$ cat src/rtl/adc_frontend_if.sv
// Conditioned sample stream from adc_frontend into pdh_core.
// The driver owns both samples and the shared valid strobe.
interface adc_frontend_if #(
    parameter int ADC_DATA_WIDTH = 16
);
    logic signed [ADC_DATA_WIDTH-1:0] adc_a_o;
    logic signed [ADC_DATA_WIDTH-1:0] adc_b_o;
    logic                             valid_o;

    modport master (output adc_a_o, adc_b_o, valid_o);
    modport slave  (input  adc_a_o, adc_b_o, valid_o);
endinterface

$ cat src/rtl/adc_frontend.sv
// ADC input conditioning: capture, inverted-code decode, saturating DC offset
// removal, and a shared-window boxcar average/decimate by 2^k.
module adc_frontend #(
    parameter int ADC_IN_WIDTH   = 14,
    parameter int ADC_DATA_WIDTH = 16,
    parameter int AVG_LOG2_MAX   = 4
) (
    input  logic                             clk,
    input  logic                             rst_n,
    input  logic [ADC_IN_WIDTH-1:0]          adc_dat_a_i,
    input  logic [ADC_IN_WIDTH-1:0]          adc_dat_b_i,
    input  logic signed [ADC_DATA_WIDTH-1:0] dc_offset_a_i,
    input  logic signed [ADC_DATA_WIDTH-1:0] dc_offset_b_i,
    input  logic [2:0]                       avg_log2_i,
    input  logic                             clr_sat_i,
    adc_frontend_if.master                   core_if,
    output logic                             sat_a_o,
    output logic                             sat_b_o,
    output logic                             adc_csn_o
);
    localparam int DW = ADC_DATA_WIDTH;
    localparam int IW = ADC_IN_WIDTH;
    localparam int AW = ADC_DATA_WIDTH + AVG_LOG2_MAX;
    localparam int KW = $clog2(AVG_LOG2_MAX + 1);
    localparam int CW = AVG_LOG2_MAX + 1;

    // Returns {clamp_event, y}: y = decode(raw) - off, clamped to the DW-bit range.
    function automatic logic [DW:0] f_cond(input logic [IW-1:0] raw,
                                           input logic [DW-1:0] off);
        logic [IW-1:0] x;
        logic [DW:0]   d;
        x = {raw[IW-1], ~raw[IW-2:0]};
        d = {{(DW+1-IW){x[IW-1]}}, x} - {off[DW-1], off};
        if (d[DW] != d[DW-1])
            return {1'b1, d[DW], {(DW-1){~d[DW]}}};
        return {1'b0, d[DW-1:0]};
    endfunction

    logic [IW-1:0]        r_raw_a, r_raw_b;
    logic signed [DW-1:0] r_y_a, r_y_b;
    logic                 r_clp_a, r_clp_b;
    logic signed [AW-1:0] r_acc_a, r_acc_b;
    logic [CW-1:0]        r_cnt;
    logic [KW-1:0]        r_kact;
    logic signed [DW-1:0] r_out_a, r_out_b;
    logic                 r_valid;
    logic                 r_sat_a, r_sat_b;

    logic [KW-1:0]        w_kreq, w_k;
    logic                 w_first, w_last;
    logic signed [AW-1:0] w_sum_a, w_sum_b;

    always_comb begin
        w_kreq  = (int'(avg_log2_i) > AVG_LOG2_MAX) ? KW'(AVG_LOG2_MAX) : KW'(avg_log2_i);
        w_first = (r_cnt == '0);
        w_k     = w_first ? w_kreq : r_kact;
        w_last  = (r_cnt == CW'((1 << w_k) - 1));
        // First sample of a window starts from zero so k=0 never sees a stale sum
        w_sum_a = (w_first ? AW'(0) : r_acc_a) + {{(AW-DW){r_y_a[DW-1]}}, r_y_a};
        w_sum_b = (w_first ? AW'(0) : r_acc_b) + {{(AW-DW){r_y_b[DW-1]}}, r_y_b};
    end

    always_ff @(posedge clk or negedge rst_n) begin
        if (!rst_n) begin
            r_raw_a <= '0;
            r_raw_b <= '0;
            r_y_a   <= '0;
            r_y_b   <= '0;
            r_clp_a <= 1'b0;
            r_clp_b <= 1'b0;
            r_acc_a <= '0;
            r_acc_b <= '0;
            r_cnt   <= '0;
            r_kact  <= '0;
            r_out_a <= '0;
            r_out_b <= '0;
            r_valid <= 1'b0;
            r_sat_a <= 1'b0;
            r_sat_b <= 1'b0;
        end else begin
            r_raw_a            <= adc_dat_a_i;
            r_raw_b            <= adc_dat_b_i;
            {r_clp_a, r_y_a}   <= f_cond(r_raw_a, dc_offset_a_i);
            {r_clp_b, r_y_b}   <= f_cond(r_raw_b, dc_offset_b_i);
            // Flags move with the clamped sample into the averager; set beats clear
            r_sat_a <= r_clp_a | (r_sat_a & ~clr_sat_i);
            r_sat_b <= r_clp_b | (r_sat_b & ~clr_sat_i);
            if (w_first)
                r_kact <= w_kreq;
            if (w_last) begin
                r_out_a <= DW'(w_sum_a >>> w_k);
                r_out_b <= DW'(w_sum_b >>> w_k);
                r_valid <= 1'b1;
                r_cnt   <= '0;
            end else begin
                r_acc_a <= w_sum_a;
                r_acc_b <= w_sum_b;
                r_valid <= 1'b0;
                r_cnt   <= r_cnt + CW'(1);
            end
        end
    end

    assign core_if.adc_a_o = r_out_a;
    assign core_if.adc_b_o = r_out_b;
    assign core_if.valid_o = r_valid;
    assign sat_a_o         = r_sat_a;
    assign sat_b_o         = r_sat_b;
    assign adc_csn_o       = 1'b1;
endmodule
$ cat src/flat_wrapper.sv
// flat-port wrapper written by rule: the top's interface ports become plain ports
module adc_frontend_flat 
#(
    parameter int ADC_IN_WIDTH   = 14,
    parameter int ADC_DATA_WIDTH = 16,
    parameter int AVG_LOG2_MAX   = 4
)
  (clk, rst_n, adc_dat_a_i, adc_dat_b_i, dc_offset_a_i, dc_offset_b_i, avg_log2_i, clr_sat_i, sat_a_o, sat_b_o, adc_csn_o, core_if_adc_a_o, core_if_adc_b_o, core_if_valid_o);
  adc_frontend_if #(.ADC_DATA_WIDTH(ADC_DATA_WIDTH)) core_if_i ();
  input  logic clk;
  input  logic rst_n;
  input  logic [ADC_IN_WIDTH-1:0] adc_dat_a_i;
  input  logic [ADC_IN_WIDTH-1:0] adc_dat_b_i;
  input  logic signed [ADC_DATA_WIDTH-1:0] dc_offset_a_i;
  input  logic signed [ADC_DATA_WIDTH-1:0] dc_offset_b_i;
  input  logic [2:0] avg_log2_i;
  input  logic clr_sat_i;
  output logic sat_a_o;
  output logic sat_b_o;
  output logic adc_csn_o;
  output wire logic [$bits(core_if_i.adc_a_o)-1:0] core_if_adc_a_o;
  output wire logic [$bits(core_if_i.adc_b_o)-1:0] core_if_adc_b_o;
  output wire logic [$bits(core_if_i.valid_o)-1:0] core_if_valid_o;
  assign core_if_adc_a_o = core_if_i.adc_a_o;
  assign core_if_adc_b_o = core_if_i.adc_b_o;
  assign core_if_valid_o = core_if_i.valid_o;
  adc_frontend #(.ADC_IN_WIDTH(ADC_IN_WIDTH), .ADC_DATA_WIDTH(ADC_DATA_WIDTH), .AVG_LOG2_MAX(AVG_LOG2_MAX)) u_core (.clk(clk), .rst_n(rst_n), .adc_dat_a_i(adc_dat_a_i), .adc_dat_b_i(adc_dat_b_i), .dc_offset_a_i(dc_offset_a_i), .dc_offset_b_i(dc_offset_b_i), .avg_log2_i(avg_log2_i), .clr_sat_i(clr_sat_i), .core_if(core_if_i), .sat_a_o(sat_a_o), .sat_b_o(sat_b_o), .adc_csn_o(adc_csn_o));
endmodule
$ cat config.mk
export PLATFORM = sky130hd
export DESIGN_NAME = adc_frontend_flat
export DESIGN_NICKNAME = d
export VERILOG_FILES = /design/src/rtl/adc_frontend_if.sv /design/src/rtl/adc_frontend.sv /design/src/flat_wrapper.sv
export SDC_FILE = /design/constraint.sdc
export NUM_CORES = 1
export LEC_CHECK = 0
export CORE_UTILIZATION = 30
export CTS_CLUSTER_SIZE = 30
export DETAILED_ROUTE_END_ITERATION = 8
export PLACE_DENSITY = 0.51
export REMOVE_ABC_BUFFERS = 1
export SYNTH_ARGS = -nofsm -noshare
export SYNTH_HDL_FRONTEND = slang
export SYNTH_SLANG_ARGS = --single-unit
$ cat constraint.sdc
create_clock -name clk -period 6 [get_ports clk]
set_input_delay 1.2 -clock clk [delete_from_list [all_inputs] [get_ports clk]]
set_output_delay 1.2 -clock clk [all_outputs]
set_load 0.005 [all_outputs]
==> summary.md <==
| Metric | Value |
|---|---|
| Cells after DPL | 1748 |
| Leakage power total | 0.00556 uW |
| DR vias/cell | 5.17 |
| Hold Slack | roughly 460 ps |
| Worst-Margin Slew | 941 ps |
| Detail Route Antenna Nets | 0 |
| Critical path arrival | 5160 ps |
| Post-Route WL | 28600 um |
| Grt ovf | 0 |
| Reg clk slew, reported paths | 70 ps |
| Hold Buf Count CTS | 0 |
| Commonest non-fill, non-tap cells in the layout | dfrtp_1, nand2_1, clkdlybuf4s50_1 |
| Die X | 191 um |
| Post-synth ARST share | 100% |
| Clock power share | 12.1% |
| Post-Synth XOR/XNOR Area | 5.00% |
| Share of cells above drive strength 1 | 6.26% |
| PwrDens | a little under 700 nW/um^2 |
| Final Hold Viols | 0 |
| Rows | 68 |
| IO Pins | 102 |
| Final instance area | about 13000 um^2 |
| Crit-path max FO | 8 |
| HPWL after DPL | ~21000 um |
| Synth warn | 0 |
| Fill count | 3542 |
| FF/Latch Area | 3630 um^2 |
| H-Tree Depth | 4 |
| Area Overhead vs Synth | 19.1% |
| Final setup skew | 10.2 ps |
| RSZ-0062 raised after global routing | no |
| Worst Path Required | 6290 ps |
| Die height | between 150 and 200 um |
| Most common cell after layout, fill and taps aside | dfrtp_1 |
| Clock Sinks | 145 |
| Yosys cell types | 80 |
| Hold Path Stages | 2 |
| Syn avg cell area | 8.64 um^2 |
| CTS tree | built |
| HP Class | flop to flop |
| Top FF cell, synth | dfrtp_1 |
| Slew margin rel. | 35.6% |
| Crit path launch type | flop |
| Largest net degree at the start of global routing | 94 |
| Slowest-stage cell, CP | a211oi_1 |
| R2R depth | 14 |
| Reg power frac | 18.6% |
| DP Area | 12100 um^2 |
| FMAX | 0.205 GHz |
| Initial antenna violation count | 0 |
| ANT cells | 0 |
| Mean routed wirelength per cell | 16.1 um |
| Comb pwr share | 69.3% |
| Fin crit share | 81.2% |
| R2R Path End | u_core.core_if.adc_b_o[15] |
| Most used cell, CP | a211oi_1 |
| Clk Latency, worst-skew pair | about 440 ps |
| Largest family of logic cells by synthesized area | compound AO/OA/AOI/OAI gates |
| # Post-CTS Setup Buffers | 0 |
| Setup_tns | 0 ps |
| Flop-to-flop setup slack | 1130 ps |
| Clock tree buffer depth | 2 |
| Post-layout nets | 1455 |
| Crit path time final | 4870 ps |
| IO Port Bufs | 100 |
| CP Cell Sequence | inv_1 > ha_1 > nor4b_4 > nor2b_1 > ha_1 > fa_1 > a211oi_1 > o21ai_0 > a211oi_1 > nor2_1 > a211oi_1 > nor2_1 > o31ai_1 > o221ai_1 |
| Overall Global Routing Usage | 16.5% |
| Sequential fraction of the synthesis area | 34.0% |
| Hold Path Sink | u_core.r_acc_b[0] |
| Post-Synth Adder-Cell Area | roughly 11% |
| EDFF count, synth | 0 |
| Initial Utilization | 30.7% |
| VDD IR max | around 0.25 mV |
| Status | completed |
| Vias in the first global route | 8970 |
| Switching power | ~4300 uW |
| Multi-input combinational cell area | 6480 um^2 |
| Root buffer cell | clkbuf_16 |
| GPL Wtd Cong | 0.894 |
| Endpoints failing setup | 0 |
| Max stage delay on crit path | 630 ps |
| Simple-gate area share of the yosys netlist | 19.4% |
| Drt pass-1 iters | 7 |
| Core box area | 34800 um^2 |
| Max-Cap Viols | 0 |
| Mapped cell area | 10700 um^2 |
| Vias | 9196 |
| Global-route wire length before repair | 47300 um |
| Final-report max-slew violation count | 0 |
| Fin cells | 1780 |
| CTS buffer count | 17 |
| Synthesized netlist cell count | 1235 |
| Compound-cell area share of the yosys netlist | 22.1% |
| Full die area | around 36000 um^2 |
| Worst hold start | u_core.r_acc_b[0] |
| Worst setup path class | flop to flop |
| CP Capture Type | flop |
| Seq cells post-synth | 145 |
| Pint | 4310 uW |
| Post-synthesis mux area share | 3.21% |
| CTS resizes | 0 |
| Initial DRC count | 543 |
| Switching Fraction | 49.7% |
| Worst R2R Start | u_core.r_cnt[0] |
| DRC | 0 |
[registers in the layout (all words and copies together) (netlist names)]
name / cells
u_core.r_y_a: 16
u_core.core_if.valid_o: 1
u_core.r_y_b: 16
u_core.r_kact: 3
u_core.core_if.adc_a_o: 16
u_core.sat_a_o: 1
u_core.core_if.adc_b_o: 16
u_core.r_clp_b: 1
u_core.r_acc_b: 20
u_core.r_cnt: 5
u_core.r_acc_a: 20
u_core.r_raw_a: 14
u_core.r_clp_a: 1
u_core.r_raw_b: 14
u_core.sat_b_o: 1
[worst max-delay path: cells and delay by family, from the launching register on]
family | cells | cell delay [ps]
adder cells (fa/ha/maj) | 3 | 820
flip-flops | 1 | 420
AO/OA/AOI/OAI | 6 | 2420
AND/OR/NAND/NOR | 4 | 980
buffers and inverters | 1 | 90
[power by group through the flow]
stage	Sequential [uW]	Clock (uW)	Combinational (uW)
floorplan	1540	0	4280
CTS	1600	1070	5920
global route	1640	1110	6620
detailed placement	1620	0	5900
finish	1600	1030	5940
global placement	1620	0	5870
[metrics by stage]
stage | utilization [%] | total power (uW) | setup WS, ps
after detailed placement | 34.9 | 7510 | 1110
final | 36.5 | 8570 | 1130
after floorplan | - | 5810 | -1890
after global placement | 34.9 | 7490 | 1190
after CTS | 36.5 | 8600 | 1120
after global routing | 36.5 | 9370 | 694
[layer usage]
layer / up-vias / global-route usage [%] / wire [um] / part of all wire [%]
met2: 187 / 25.8 / 12800 / 45
met1: 4370 / 23.0 / 14300 / 50
met4: 0 / 4.86 / 448 / 1.6
met5: - / 0 / 0 / 0
li1: 4620 / - / - / -
met3: 19 / 3.18 / 1130 / 3.9
[how the worst max path moves through the flow]
| stage | from | endpoint | slack (ps) | depth (start not counted) |
|---|---|---|---|---|
| 6_report | u_core.r_cnt[0] | u_core.core_if.adc_b_o[15] | 1130 | 14 |
| 3_5_place_dp | u_core.r_cnt[0] | u_core.core_if.adc_b_o[11] | 1110 | 14 |
| 2_1_floorplan | u_core.r_cnt[0] | u_core.core_if.adc_a_o[15] | -1890 | 15 |
| 5_1_grt | u_core.r_cnt[0] | u_core.core_if.adc_b_o[11] | 690 | 14 |
| 3_3_place_gp | avg_log2_i[2] | u_core.core_if.adc_a_o[9] | 1190 | 12 |
| 4_1_cts | u_core.r_cnt[0] | u_core.core_if.adc_b_o[15] | 1120 | 14 |
[synthesized netlist by cell type, drive strengths merged, types with 25 or more instances]
library cell  number  area (um^2)
ha                73          913
xnor2             35          307
nand3             34          170
nand2            127          479
dfrtp            145         3630
xor2              25          226
clkbuf            33          124
o21ai             59          295
a21oi             80          400
buf               25          140
a21o              29          218
inv               87          327
nor2              75          282
nor3              34          175
nor2b             50          313
[cell type report]
class	count	share of cell area, %
Multi-Input combinational cell	945	51.0
Sequential cell	145	28.6
Timing Repair Buffer	116	8.94
Tap cell	455	4.48
Clock buffer	18	3.46
Inverter	87	2.57
Clock inverter	14	0.985
[cells by family (layout without fill, tap and decap cells)]
logic type                 count (synthesis)  after routing
AOI/OAI and AO/OA                        343            343
DFF                                      145            145
buffers and inverters                    145            235
other                                      1              1
and+or+nand+nor                          417            417
adders and majority gates                 92             92
muxes                                     32             32
xor gates and xnor gates                  60             60
(Power assumes the default switching activity.)
